===== config.mk =====
export PLATFORM = sky130hd
export DESIGN_NAME = snn_run_scheduler
export DESIGN_NICKNAME = d
export VERILOG_FILES = /design/src/rtl/snn_ctrl_pkg.sv /design/src/rtl/snn_step_watchdog.sv /design/src/rtl/snn_run_scheduler.sv
export SDC_FILE = /design/constraint.sdc
export NUM_CORES = 1
export LEC_CHECK = 0
export ABC_AREA = 1
export BUFFER_PORTS_ARGS = -buffer_cell sky130_fd_sc_hd__buf_2
export CORE_MARGIN = 4
export CORE_UTILIZATION = 53
export CTS_CLUSTER_DIAMETER = 50
export DETAILED_ROUTE_END_ITERATION = 8
export PLACE_DENSITY = 0.77
export SLEW_MARGIN = 5
export SYNTH_ARGS = -nofsm -noshare
export SYNTH_HDL_FRONTEND = slang
export SYNTH_SLANG_ARGS = --single-unit

===== constraint.sdc =====
create_clock -name S_AXI_ACLK -period 2.1 [get_ports S_AXI_ACLK]
set_input_delay 0.105 -clock S_AXI_ACLK [delete_from_list [all_inputs] [get_ports S_AXI_ACLK]]
set_output_delay 0.105 -clock S_AXI_ACLK [all_outputs]
set_load 0.01 [all_outputs]

===== src/rtl/snn_ctrl_pkg.sv =====
// rtl/snn_ctrl_pkg.sv - shared state encoding and ctrl/status bit map for the SNN run scheduler
package snn_ctrl_pkg;

  typedef enum logic [2:0] {
    IDLE   = 3'd0,
    CLEAR  = 3'd1,
    STEP   = 3'd2,
    WAIT   = 3'd3,
    FINISH = 3'd4
  } state_t;

  localparam int CTRL_START_BIT = 0;
  localparam int CTRL_ABORT_BIT = 1;
  localparam int CTRL_BUSY_BIT  = 2;
  localparam int CTRL_DONE_BIT  = 3;
  localparam int ERROR_BIT      = 4;

  // Packs the scheduler flags into their status readback positions.
  function automatic logic [4:0] status_bits(input logic busy, input logic done, input logic error);
    logic [4:0] w_s;
    w_s = '0;
    w_s[CTRL_BUSY_BIT] = busy;
    w_s[CTRL_DONE_BIT] = done;
    w_s[ERROR_BIT]     = error;
    return w_s;
  endfunction

endpackage


===== src/rtl/snn_step_watchdog.sv =====
// rtl/snn_step_watchdog.sv - per-timestep watchdog counter; expires after STEP_TIMEOUT enabled cycles
module snn_step_watchdog
  import snn_ctrl_pkg::*;
#(
  parameter int STEP_TIMEOUT = 1024
) (
  input  logic i_clk,
  input  logic i_rst,
  input  logic i_clr,
  input  logic i_en,
  output logic o_expire
);

  localparam int WD_W = $clog2(STEP_TIMEOUT);

  logic [WD_W-1:0] r_cnt;

  assign o_expire = i_en && (r_cnt == WD_W'(STEP_TIMEOUT - 1));

  always_ff @(posedge i_clk or posedge i_rst) begin
    if (i_rst) begin
      r_cnt <= '0;
    end else if (i_clr) begin
      r_cnt <= '0;
    end else if (i_en && !o_expire) begin
      r_cnt <= r_cnt + WD_W'(1);
    end
  end

endmodule


===== src/rtl/snn_run_scheduler.sv =====
// rtl/snn_run_scheduler.sv - sequences one inference run: clear, sim_time timesteps, sticky done/error
module snn_run_scheduler
  import snn_ctrl_pkg::*;
#(
  parameter int CLR_CYCLES   = 4,
  parameter int STEP_TIMEOUT = 1024,
  parameter int CNT_WIDTH    = 32
) (
  input  logic                 S_AXI_ACLK,
  input  logic                 Local_Reset,
  input  logic                 start,
  input  logic                 abort,
  input  logic [CNT_WIDTH-1:0] sim_time,
  input  logic                 step_done,
  output logic                 step_start,
  output logic                 neuron_clr,
  output logic                 counter_clr,
  output logic                 network_busy,
  output logic                 done,
  output logic                 error,
  output logic [CNT_WIDTH-1:0] timestep_count
);

  localparam int CLR_W = $clog2(CLR_CYCLES + 1);

  state_t               r_state;
  logic [CLR_W-1:0]     r_clr_cnt;
  logic [CNT_WIDTH-1:0] r_sim_lat;
  logic [CNT_WIDTH-1:0] r_count;
  logic                 r_step_done;
  logic                 r_step_start;
  logic                 r_clr;
  logic                 r_busy;
  logic                 r_done;
  logic                 r_error;
  logic                 w_expire;
  logic [CNT_WIDTH-1:0] w_count_next;

  assign w_count_next = r_count + CNT_WIDTH'(1);

  snn_step_watchdog #(
    .STEP_TIMEOUT(STEP_TIMEOUT)
  ) u_watchdog (
    .i_clk   (S_AXI_ACLK),
    .i_rst   (Local_Reset),
    .i_clr   (r_state == STEP),
    .i_en    (r_state == WAIT),
    .o_expire(w_expire)
  );

  always_ff @(posedge S_AXI_ACLK or posedge Local_Reset) begin
    if (Local_Reset) begin
      r_state      <= IDLE;
      r_clr_cnt    <= '0;
      r_sim_lat    <= '0;
      r_count      <= '0;
      r_step_done  <= 1'b0;
      r_step_start <= 1'b0;
      r_clr        <= 1'b0;
      r_busy       <= 1'b0;
      r_done       <= 1'b0;
      r_error      <= 1'b0;
    end else begin
      // Only completions seen while waiting count; this also drops one that lands with step_start.
      r_step_done  <= step_done && (r_state == WAIT);
      r_step_start <= 1'b0;
      r_clr        <= 1'b0;
      case (r_state)
        IDLE: begin
          if (start && !abort) begin
            r_state   <= CLEAR;
            r_sim_lat <= sim_time;
            r_count   <= '0;
            r_done    <= 1'b0;
            r_error   <= 1'b0;
            r_clr_cnt <= '0;
            r_clr     <= 1'b1;
            r_busy    <= 1'b1;
          end
        end
        CLEAR, STEP, WAIT: begin
          if (abort) begin
            r_state <= IDLE;
            r_busy  <= 1'b0;
            r_clr   <= 1'b1;
          end else if (r_state == CLEAR) begin
            if (r_clr_cnt == CLR_W'(CLR_CYCLES - 1)) begin
              if (r_sim_lat == '0) begin
                r_state <= FINISH;
                r_busy  <= 1'b0;
                r_done  <= 1'b1;
              end else begin
                r_state      <= STEP;
                r_step_start <= 1'b1;
              end
            end else begin
              r_clr_cnt <= r_clr_cnt + CLR_W'(1);
              r_clr     <= 1'b1;
            end
          end else if (r_state == STEP) begin
            r_state <= WAIT;
          end else if (r_step_done) begin
            r_count <= w_count_next;
            if (w_count_next == r_sim_lat) begin
              r_state <= FINISH;
              r_busy  <= 1'b0;
              r_done  <= 1'b1;
            end else begin
              r_state      <= STEP;
              r_step_start <= 1'b1;
            end
          end else if (w_expire) begin
            r_state <= FINISH;
            r_busy  <= 1'b0;
            r_done  <= 1'b1;
            r_error <= 1'b1;
          end
        end
        default: begin
          r_state <= IDLE;
        end
      endcase
    end
  end

  assign step_start     = r_step_start;
  assign neuron_clr     = r_clr;
  assign counter_clr    = r_clr;
  assign network_busy   = r_busy;
  assign done           = r_done;
  assign error          = r_error;
  assign timestep_count = r_count;

endmodule


==> flow_summary_export.csv, run 1 <==
group,metric,value,unit
die,dieHeight,109,um
clock_tree,numCtsBuffers,9,
worst_setup_path,path_class,"flop to flop",
die,num_rows,36,
drt,vias_per_cell,5.63,
power,power_switching,0.00213,W
clock_tree,htreeDepth,3,
worst_setup_path,worst-endpoint-required,2.35,ns
yosys,synth_top_flop_cell,"dfrtp_1",
worst_setup_path,cp_num_buf_inv,1,
placed_design,placedCellCount,1017,
clock_tree,cts.sinks,86,
worst_setup_path,crit_fanout,5,
clock_tree,cts_buffer_depth,2,
placed_design,io_buffers,74,
sta,clock_skew,0.0182,ns
worst_setup_path,worst_path_max_delay_cell,"dfrtp_1",
grt,grt_pass1_wl,28300,um
sta,hold_viol,0,
final_layout,layout_common_cells,"nand2_1 (195), buf_4 (92), inv_1 (89)",
sta,worstMarginPinSlew,0.503,ns
status,violations,"negative setup slack",
final_layout,num_antenna_cells,0,
placed_design,place_area,0.00657,mm^2
drt,first_pass_iters,8,
grt,grt_max_degree,41,
yosys,syn_nets,774,
status,outcome,"finished, violations left",
die,die-area,0.0118,mm^2
sta,setup_ws,-0.323,ns
yosys,ys_async_sr_fraction,1.00,
die,die_x,109,um
die,ioPinCount,75,
sta,holdWs,0.00506,ns
grt,grt_pass1_vias,6063,
power,power_switching_share,0.380,
power,power,0.00560,W
drt,routed_wl,18300,um
yosys,yosysWarnings,0,
power,powerDensity,762,mW/mm^2
power,p_leak,3.77,nW
power,p_clk_frac,0.202,
grt,antenna_found_initial,0,
power,peakVddDrop,588,uV
job,maxCapViolations,0,
clock_tree,clk_pin_slew,0.08,ns
yosys,synth.avg_cell_area,7.34,um^2
drt,num_vias,6030,
yosys,syn_area,0.00538,mm^2
final_layout,nets,977,
worst_setup_path,arrival,2.67,ns
placed_design,gp_congestion,0.966,
sta,slew_headroom,0.664,
yosys,synth-seq-cells,86,
drt,drt_first_iter_violations,504,
final_layout,area_growth,36.7,%
grt,gr-usage-all-layers,0.309,
worst_setup_path,cp_slowest_stage_delay,0.42,ns
yosys,seq_area_frac_synth,0.400,
placed_design,hpwlAfterDp,13100,um
clock_tree,cts_tree,"built",
power,pwr-share-comb,0.361,
final_layout,drive_gt1_frac,0.301,
yosys,synth_edf_count,0,
yosys,synthCells,733,
worst_setup_path,cp-end-kind,"flop",
die,core,0.00982,mm^2
final_layout,final_common_cell,"nand2_1",
grt,overflow,0,
worst_hold_path,hold_class,"input port to flop",
power,intPower,0.00348,W
sta,clock.fmax,0.413,GHz
clock_tree,clock-root-buffer,"clkbuf_8",
worst_setup_path,start_kind,"flop",
final_layout,fin_cells,1072,
drt,drc_errors,0,
sta,rsz0062_at_grt,"true",
sta,setup_viol,5,
yosys,synthDistinctLibCells,35,
power,p_seq_frac,0.437,
drt,wl_per_cell,17.1,um
final_layout,stdcell_area,0.00736,mm^2
clock_tree,worstSkewPairLatency,0.37,ns
die,start_util,0.548,
worst_setup_path,crit_family,"simple AND/OR/NAND/NOR gates",
worst_setup_path,crit_chain,"nand2_1 -> nor2_4 -> nand2_4 -> nor2_4 -> buf_12 -> nand2_4 -> nand3b_1 -> nand3_1 -> nor2_2 -> nand2_1 -> nor2_2 -> nand3_2 -> nand2_1 -> nand2_2 -> nand2_2 -> o21ai_2",
drt,drtAntennaViolNets,0,
sta,final.min_clock_period,2.42,ns
sta,slew_violations,0,
worst_setup_path,crit_path_frequent_cell,"nand2_1",
sta,period_share,1.15,
layer usage:
layer / up-vias / wire (um) / GRT usage / part of all wire
li1: 2791 / - / - / -
met1: 2842 / 6770 / 0.359 / 0.37
met2: 327 / 9250 / 0.547 / 0.51
met3: 70 / 1590 / 0.0669 / 0.087
met4: 0 / 673 / 0.132 / 0.037
met5: - / 0 / 0 / 0
path summary, 6_finish.rpt:
kind / startpoint / to / slack, ns / cells past startpoint
setup / recovery: timestep_count[5]$_DFFE_PP0P_ / done$_DFFE_PP0P_ / -0.32 / 16
hold / removal: sim_time[22] / r_sim_lat[22]$_DFFE_PP0P_ / 0.005 / 3
setup reg to reg: timestep_count[5]$_DFFE_PP0P_ / done$_DFFE_PP0P_ / -0.32 / 16
hold reg to reg: network_busy$_DFFE_PP0P_ / network_busy$_DFFE_PP0P_ / 0.51 / 2
max in group asynchronous: Local_Reset / timestep_count[2]$_DFFE_PP0P_ / 1.20 / 4
min in group asynchronous: Local_Reset / timestep_count[1]$_DFFE_PP0P_ / 0.31 / 3
logic make-up after synthesis:
kind of cell,share of synthesized area
AND/OR/NAND/NOR,0.367
buffers and inverters,0.0765
flip-flops,0.400
AO/OA/AOI/OAI,0.0774
multiplexers,0.0377
XOR/XNOR,0.0323
adder cells (fa/ha/maj),0.00930
worst reg2reg max path: stages (launching register included):
cell and delay, ns:
dfrtp_1 0.42, nand2_1 0.15, nor2_4 0.21, nand2_4 0.11
nor2_4 0.26, buf_12 0.15, nand2_4 0.04, nand3b_1 0.09
nand3_1 0.10, nor2_2 0.14, nand2_1 0.08, nor2_2 0.14
nand3_2 0.13, nand2_1 0.10, nand2_2 0.07, nand2_2 0.08
o21ai_2 0.04
cells in the mapped netlist (4+ instances only):
cell type,instances,area (um^2)
nand4_1,8,50.1
o22ai_1,29,181
o21ai_1,4,20.0
nand2_2,7,43.8
nand2_1,212,796
dfrtp_1,86,2150
mux2_2,18,203
nor4_1,12,75.1
nor3_1,6,30.0
nor2_1,85,319
a21oi_1,21,105
nor2_4,5,56.3
clkbuf_1,7,26.3
xor2_1,6,52.6
ha_1,4,50.1
nand3b_1,11,82.6
xnor3_1,5,113
o21ai_0,16,80.1
inv_1,91,342
nor2_2,7,43.8
nand3_1,70,350
layout make-up:
type | instances | area (um^2)
multi-input combinational | 541 | 3000
fill | 745 | 2460
sequential | 86 | 2160
timing repair buffer | 204 | 1500
inverter | 94 | 357
tap | 133 | 166
clock buffer | 10 | 128
clock inverter | 4 | 50.0
stage by stage:
step           worst slack (ns)   util  TNS, ns
2_1_floorplan           0.00962      -        0
3_3_place_gp             -0.152  0.669   -0.585
3_5_place_dp             -0.243  0.669   -0.981
4_1_cts                  -0.172  0.731   -0.643
5_1_grt                  -0.420  0.749    -1.78
6_report                 -0.323  0.749    -1.40
power by group through the flow:
stage | Sequential (W) | Combinational [W] | Clock [W]
4_1_cts | 0.00242 | 0.00187 | 0.00114
6_report | 0.00245 | 0.00202 | 0.00113
3_5_place_dp | 0.00245 | 0.00181 | 0
3_3_place_gp | 0.00243 | 0.00177 | 0
5_1_grt | 0.00249 | 0.00224 | 0.00121
2_1_floorplan | 0.00233 | 0.00128 | 0
what timing repair did:
| action | CTS | global route |
|---|---|---|
| pin swaps | 15 | 17 |
| hold endpoints to repair | 43 | 1 |
| hold buffers | 27 | 1 |
| gates resized for setup | 28 | 33 |
| setup endpoints to repair | 5 | 34 |
| buffers inserted | 6 | 7 |
sequential cells by signal (all words and copies together), names as in the netlist:
register	flops
error	1
r_step_done	1
r_sim_lat	32
done	1
network_busy	1
step_start	1
timestep_count	32
u_watchdog.r_cnt	10
r_clr_cnt	3
counter_clr	1
r_state	3
(Power assumes the default switching activity.)
==> inputs of run 2 (changes only) <==
--- a/config.mk
+++ b/config.mk
@@ -12,6 +12,7 @@
 export CTS_CLUSTER_DIAMETER = 50
 export DETAILED_ROUTE_END_ITERATION = 8
 export PLACE_DENSITY = 0.77
+export RECOVER_POWER = 25
 export SLEW_MARGIN = 5
 export SYNTH_ARGS = -nofsm -noshare
 export SYNTH_HDL_FRONTEND = slang
==> run 2 against run 1 <==
  * The flow still finishes with violations (negative setup slack)
  * Flip-flop and latch count unchanged
  * Routed wire length is essentially flat
  * Cell count stayed put
  * Cell area shrank 0.29%
  * Core utilization down 0.22 points
  * Die area unchanged
  * First-iteration DRC count shrank 0.40%
  * Maximum frequency down 0.65%
==> flow_summary_export.csv, run 2 (synthesized netlist as in run 1, its figures left out) <==
group,metric,value,unit
status,outcome,"finished, violations left",
status,violations,"negative setup slack",
drt,routed_wl,18300,um
drt,first_pass_iters,7,
power,p_leak,3.76,nW
drt,drc_errors,0,
clock_tree,cts.sinks,86,
grt,grt_pass1_vias,6063,
worst_setup_path,crit_fanout,5,
worst_setup_path,r2r_cells,16,
power,peakVddDrop,588,uV
worst_setup_path,worst_path_max_delay_cell,"dfrtp_1",
clock_tree,cts_buffer_depth,2,
final_layout,num_antenna_cells,0,
power,powerDensity,764,mW/mm^2
worst_setup_path,start_kind,"flop",
clock_tree,worstSkewPairLatency,0.37,ns
clock_tree,numCtsBuffers,9,
sta,rsz0062_at_grt,"true",
worst_setup_path,crit_family,"simple AND/OR/NAND/NOR gates",
worst_setup_path,cp_slowest_stage_delay,0.45,ns
sta,worstMarginPinSlew,0.934,ns
worst_setup_path,cp-end-kind,"flop",
final_layout,nets,977,
grt,grt_pass1_wl,28300,um
placed_design,gp_congestion,0.966,
final_layout,layout_common_cells,"nand2_1 (195), buf_4 (91), inv_1 (89)",
clock_tree,cts_tree,"built",
drt,vias_per_cell,5.64,
clock_tree,htreeDepth,3,
sta,final.min_clock_period,2.44,ns
die,die-area,0.0118,mm^2
final_layout,final_common_cell,"nand2_1",
drt,drtAntennaViolNets,0,
worst_hold_path,hold_class,"input port to flop",
worst_setup_path,reg2reg_from,"timestep_count[8]$_DFFE_PP0P_",
die,core,0.00982,mm^2
worst_hold_path,holdPathEnd,"r_sim_lat[22]$_DFFE_PP0P_",
die,start_util,0.548,
placed_design,hpwlAfterDp,13100,um
placed_design,dp_slack,-0.243,ns
drt,drt_first_iter_violations,502,
sta,hold_viol,0,
final_layout,multi_input_area,0.00300,mm^2
sta,clock.fmax,0.410,GHz
sta,slew_headroom,0.374,
sta,clock_skew,0.0175,ns
worst_hold_path,worstHoldStart,"sim_time[22]",
drt,wl_per_cell,17.1,um
final_layout,postLayoutCoreUtil,0.747,
final_layout,area_growth,36.3,%
job,maxCapViolations,0,
worst_setup_path,regToRegEndpoint,"done$_DFFE_PP0P_",
grt,grt_max_degree,41,
sta,setup_viol,5,
final_layout,fillers,750,
drt,num_vias,6044,
die,num_rows,36,
worst_setup_path,worst-endpoint-required,2.35,ns
sta,setup_ws,-0.339,ns
clock_tree,clk_pin_slew,0.09,ns
worst_hold_path,hold_depth,3,
die,die_x,109,um
final_layout,ff_latch_area,0.00216,mm^2
grt,antenna_found_initial,0,
worst_setup_path,path_class,"flop to flop",
grt,gr-usage-all-layers,0.309,
sta,slew_violations,0,
clock_tree,clock-root-buffer,"clkbuf_8",
sta,period_share,1.16,
die,ioPinCount,75,
die,dieHeight,109,um
grt,overflow,0,
final_layout,drive_gt1_frac,0.300,
placed_design,io_buffers,74,
worst_setup_path,cp_num_buf_inv,1,
worst_setup_path,r2r_slack,-0.34,ns
worst_setup_path,arrival,2.69,ns
worst_setup_path,crit_chain,"nand2_1 -> nor2_1 -> nand2_2 -> nor2_4 -> buf_12 -> nand2_4 -> nand3b_1 -> nand3_1 -> nor2_2 -> nand2_1 -> nor2_2 -> nand3_2 -> nand2_1 -> nand2_2 -> nand2_2 -> o21ai_2",
## run 2: metal layers
layer	share of wire	GRT usage	routed length, um	vias to the layer above
met5	0	0	0	-
met4	0.038	0.132	700	0
met3	0.084	0.0669	1530	74
met2	0.51	0.547	9240	328
met1	0.37	0.359	6810	2850
li1	-	-	-	2792
## run 2: timing repair
action                                  in CTS  in global routing
endpoints found under the setup margin       5                 34
gates resized for setup                     28                 33
hold buffers                                27                  1
pin swaps                                   15                 17
setup buffers                                6                  7
hold endpoints to repair                    43                  1
## run 2: worst max path at each step
stage,depth (start not counted),from,slack (ns),end
final,16,timestep_count[8]$_DFFE_PP0P_,-0.34,done$_DFFE_PP0P_
after global routing,18,timestep_count[1]$_DFFE_PP0P_,-0.42,done$_DFFE_PP0P_
after CTS,18,timestep_count[1]$_DFFE_PP0P_,-0.17,r_state[1]$_DFFE_PP0P_
after detailed placement,16,timestep_count[0]$_DFFE_PP0P_,-0.24,r_state[1]$_DFFE_PP0P_
after global placement,18,timestep_count[0]$_DFFE_PP0P_,-0.15,done$_DFFE_PP0P_
after floorplan,18,timestep_count[1]$_DFFE_PP0P_,0.01,done$_DFFE_PP0P_
## run 2: stage by stage
stage	power, W	setup TNS, ns	area (um^2)	hold WS (ns)	std cells
detailed placement	0.00426	-0.981	6570	0.154	1017
finish	0.00560	-1.48	7340	0.00431	1072
global route	0.00593	-1.78	7340	0.0119	1072
global placement	0.00420	-0.585	6570	0.152	1017
floorplan	0.00361	0	5390	0.256	733
CTS	0.00543	-0.643	7180	0.000355	1064
## run 2: power breakdown
| group | leakage [nW] | total [W] | internal [W] | switching [W] |
|---|---|---|---|---|
| Sequential | 1.10 | 0.00245 | 0.00204 | 0.000408 |
| Clock | 0.0842 | 0.00114 | 0.000536 | 0.000600 |
| Combinational | 2.57 | 0.00202 | 0.000895 | 0.00112 |
## run 2: cell type report
type | instances | area share
clock buffer | 10 | 0.0174
inverter | 94 | 0.0483
multi-input combinational | 541 | 0.409
timing repair buffer | 204 | 0.202
sequential | 86 | 0.294
clock inverter | 4 | 0.00682
tap | 133 | 0.0227
## run 2: worst register-to-register path: stages (launching register included)
cell and delay [ns]:
dfrtp_1 0.45, nand2_1 0.14, nor2_1 0.22, nand2_2 0.11, nor2_4 0.23, buf_12 0.15
nand2_4 0.04, nand3b_1 0.09, nand3_1 0.10, nor2_2 0.14, nand2_1 0.08, nor2_2 0.14
nand3_2 0.13, nand2_1 0.10, nand2_2 0.07, nand2_2 0.08, o21ai_2 0.04
==> inputs of run 3 (changes only) <==
--- a/config.mk
+++ b/config.mk
@@ -7,11 +7,13 @@
 export LEC_CHECK = 0
 export ABC_AREA = 1
 export BUFFER_PORTS_ARGS = -buffer_cell sky130_fd_sc_hd__buf_2
+export CELL_PAD_IN_SITES_DETAIL_PLACEMENT = 0
+export CELL_PAD_IN_SITES_GLOBAL_PLACEMENT = 1
 export CORE_MARGIN = 4
-export CORE_UTILIZATION = 53
+export CORE_UTILIZATION = 38
 export CTS_CLUSTER_DIAMETER = 50
 export DETAILED_ROUTE_END_ITERATION = 8
-export PLACE_DENSITY = 0.77
+export PLACE_DENSITY_LB_ADDON = 0.1
 export RECOVER_POWER = 25
 export SLEW_MARGIN = 5
 export SYNTH_ARGS = -nofsm -noshare
==> run 3 against run 2 <==
  * The flow still finishes with violations (negative setup slack)
  * Global-route usage fell by 8.5 points
  * Clock-buffer cell count unchanged
  * Sequential power about the same
  * Clock power rose by 29%
  * Via count shrank 7.2%
  * Cell count rose by 4.1%
  * First-iteration DRC count fell by 46%
  * Largest power group unchanged
==> flow_summary_export.csv, run 3 (synthesized netlist as in run 1, its figures left out) <==
group,metric,value,unit
die,core,0.0139,mm^2
worst_setup_path,reg2reg_from,"timestep_count[1]$_DFFE_PP0P_",
sta,slew_headroom,0.373,
die,die-area,0.0161,mm^2
worst_setup_path,crit_family,"simple AND/OR/NAND/NOR gates",
job,maxCapViolations,0,
drt,num_vias,5607,
placed_design,io_buffers,74,
clock_tree,clk_pin_slew,0.06,ns
final_layout,drive_gt1_frac,0.291,
worst_setup_path,cp_slowest_stage_delay,0.44,ns
final_layout,area_growth,36.6,%
die,num_rows,43,
drt,drtAntennaViolNets,0,
placed_design,gp_congestion,0.892,
final_layout,num_antenna_cells,0,
worst_hold_path,worstHoldStart,"sim_time[11]",
sta,clock_skew,0.00882,ns
worst_setup_path,cp_num_buf_inv,2,
final_layout,fillers,1391,
sta,slew_violations,0,
clock_tree,cts_buffer_depth,2,
power,p_leak,3.73,nW
final_layout,multi_input_area,0.00297,mm^2
final_layout,postLayoutCoreUtil,0.529,
die,ioPinCount,75,
clock_tree,cts_tree,"built",
worst_setup_path,crit_fanout,7,
final_layout,final_common_cell,"nand2_1",
worst_setup_path,worst-endpoint-required,2.33,ns
worst_hold_path,hold_class,"input port to flop",
grt,gr-usage-all-layers,0.224,
worst_setup_path,regToRegEndpoint,"done$_DFFE_PP0P_",
grt,grt_pass1_wl,28600,um
die,start_util,0.388,
clock_tree,worstSkewPairLatency,0.35,ns
sta,final.min_clock_period,2.30,ns
clock_tree,htreeDepth,3,
worst_setup_path,worst_path_max_delay_cell,"dfrtp_1",
drt,routed_wl,17500,um
sta,setup_viol,5,
clock_tree,clock-root-buffer,"clkbuf_16",
status,violations,"negative setup slack",
clock_tree,cts.sinks,86,
worst_setup_path,r2r_slack,-0.20,ns
grt,grt_max_degree,35,
worst_hold_path,holdPathEnd,"r_sim_lat[11]$_DFFE_PP0P_",
power,power,0.00578,W
drt,wl_per_cell,15.7,um
worst_setup_path,start_kind,"flop",
worst_setup_path,r2r_cells,15,
sta,worstMarginPinSlew,0.940,ns
sta,clock.fmax,0.434,GHz
die,dieHeight,127,um
grt,antenna_found_initial,0,
power,powerDensity,787,mW/mm^2
worst_setup_path,cp-end-kind,"flop",
final_layout,nets,973,
sta,hold_viol,0,
drt,drt_first_iter_violations,270,
status,outcome,"finished, violations left",
sta,period_share,1.10,
worst_setup_path,crit_chain,"buf_6 -> nand2_4 -> nor2_8 -> buf_6 -> nand2_2 -> nor2_4 -> xnor3_1 -> nor2_1 -> nand2_1 -> nor2_2 -> nand3_4 -> nand2_1 -> nand2_1 -> nand2_1 -> o21ai_1",
die,die_x,127,um
worst_setup_path,arrival,2.54,ns
sta,rsz0062_at_grt,"true",
sta,setup_ws,-0.203,ns
drt,drc_errors,0,
drt,first_pass_iters,5,
grt,grt_pass1_vias,5633,
final_layout,ff_latch_area,0.00215,mm^2
power,peakVddDrop,551,uV
clock_tree,numCtsBuffers,9,
drt,vias_per_cell,5.02,
worst_setup_path,path_class,"flop to flop",
worst_setup_path,crit_path_frequent_cell,"nand2_1",
placed_design,hpwlAfterDp,13600,um
worst_hold_path,hold_depth,2,
grt,overflow,0,
final_layout,layout_common_cells,"nand2_1 (200), buf_4 (100), inv_1 (89)",
-- run 3: cell count changes in the layout (fill, tap and decap cells not counted), sizes merged --
cell,previous run,this run
clkinvlp,3,2
dlygate4sd3,28,19
bufinv,1,0
clkbuf,11,15
clkinv,2,5
buf,175,176
-- run 3: cell type report --
| type | instances | share of cell area |
|---|---|---|
| timing repair buffer | 200 | 0.188 |
| inverter | 94 | 0.0482 |
| clock inverter | 5 | 0.00375 |
| sequential | 86 | 0.293 |
| clock buffer | 10 | 0.0312 |
| multi-input combinational | 541 | 0.405 |
| tap | 180 | 0.0307 |
-- run 3: power breakdown --
| part | internal [W] | total [W] | leakage [nW] | switching [W] |
|---|---|---|---|---|
| logic | 0.000849 | 0.00188 | 2.50 | 0.00103 |
| clock network | 0.000788 | 0.00147 | 0.128 | 0.000684 |
| registers | 0.00204 | 0.00243 | 1.11 | 0.000386 |
| total | 0.00368 | 0.00578 | 3.73 | 0.00210 |
-- run 3: repair_timing --
action / in CTS / in global routing
hold buffers: 19 / 0
gates resized for setup: 34 / 11
hold endpoints to repair: 30 / 0
setup endpoints to repair: 5 / 36
pin swaps: 12 / 3
buffers inserted: 7 / 0
-- run 3: worst max-delay path by stage --
stage,start,endpoint,cells past startpoint
detailed placement,timestep_count[0]$_DFFE_PP0P_,r_state[1]$_DFFE_PP0P_,18
finish,timestep_count[1]$_DFFE_PP0P_,done$_DFFE_PP0P_,15
floorplan,timestep_count[1]$_DFFE_PP0P_,done$_DFFE_PP0P_,18
CTS,timestep_count[1]$_DFFE_PP0P_,r_state[1]$_DFFE_PP0P_,16
global placement,timestep_count[0]$_DFFE_PP0P_,done$_DFFE_PP0P_,18
global route,timestep_count[1]$_DFFE_PP0P_,network_busy$_DFFE_PP0P_,18
-- run 3: per-stage QoR --
stage	cell area, um^2	cells	TNS, ns	hold slack [ns]	setup slack (ns)
finish	7350	1116	-0.880	0.00741	-0.203
global route	7350	1116	-1.64	0.00228	-0.353
CTS	7330	1116	-0.611	0.00185	-0.144
detailed placement	6700	1075	-1.55	0.112	-0.340
global placement	6700	1075	-1.35	0.107	-0.303
floorplan	5390	733	0	0.256	0.00962
-- run 3: metal layers --
layer  up-vias  routed length (um)  GRT usage
li1       2790                   -          -
met1      2670                7790      0.290
met2       124                8560      0.386
met3        23                 809     0.0330
met4         0                 382     0.0738
met5         -                   0          0
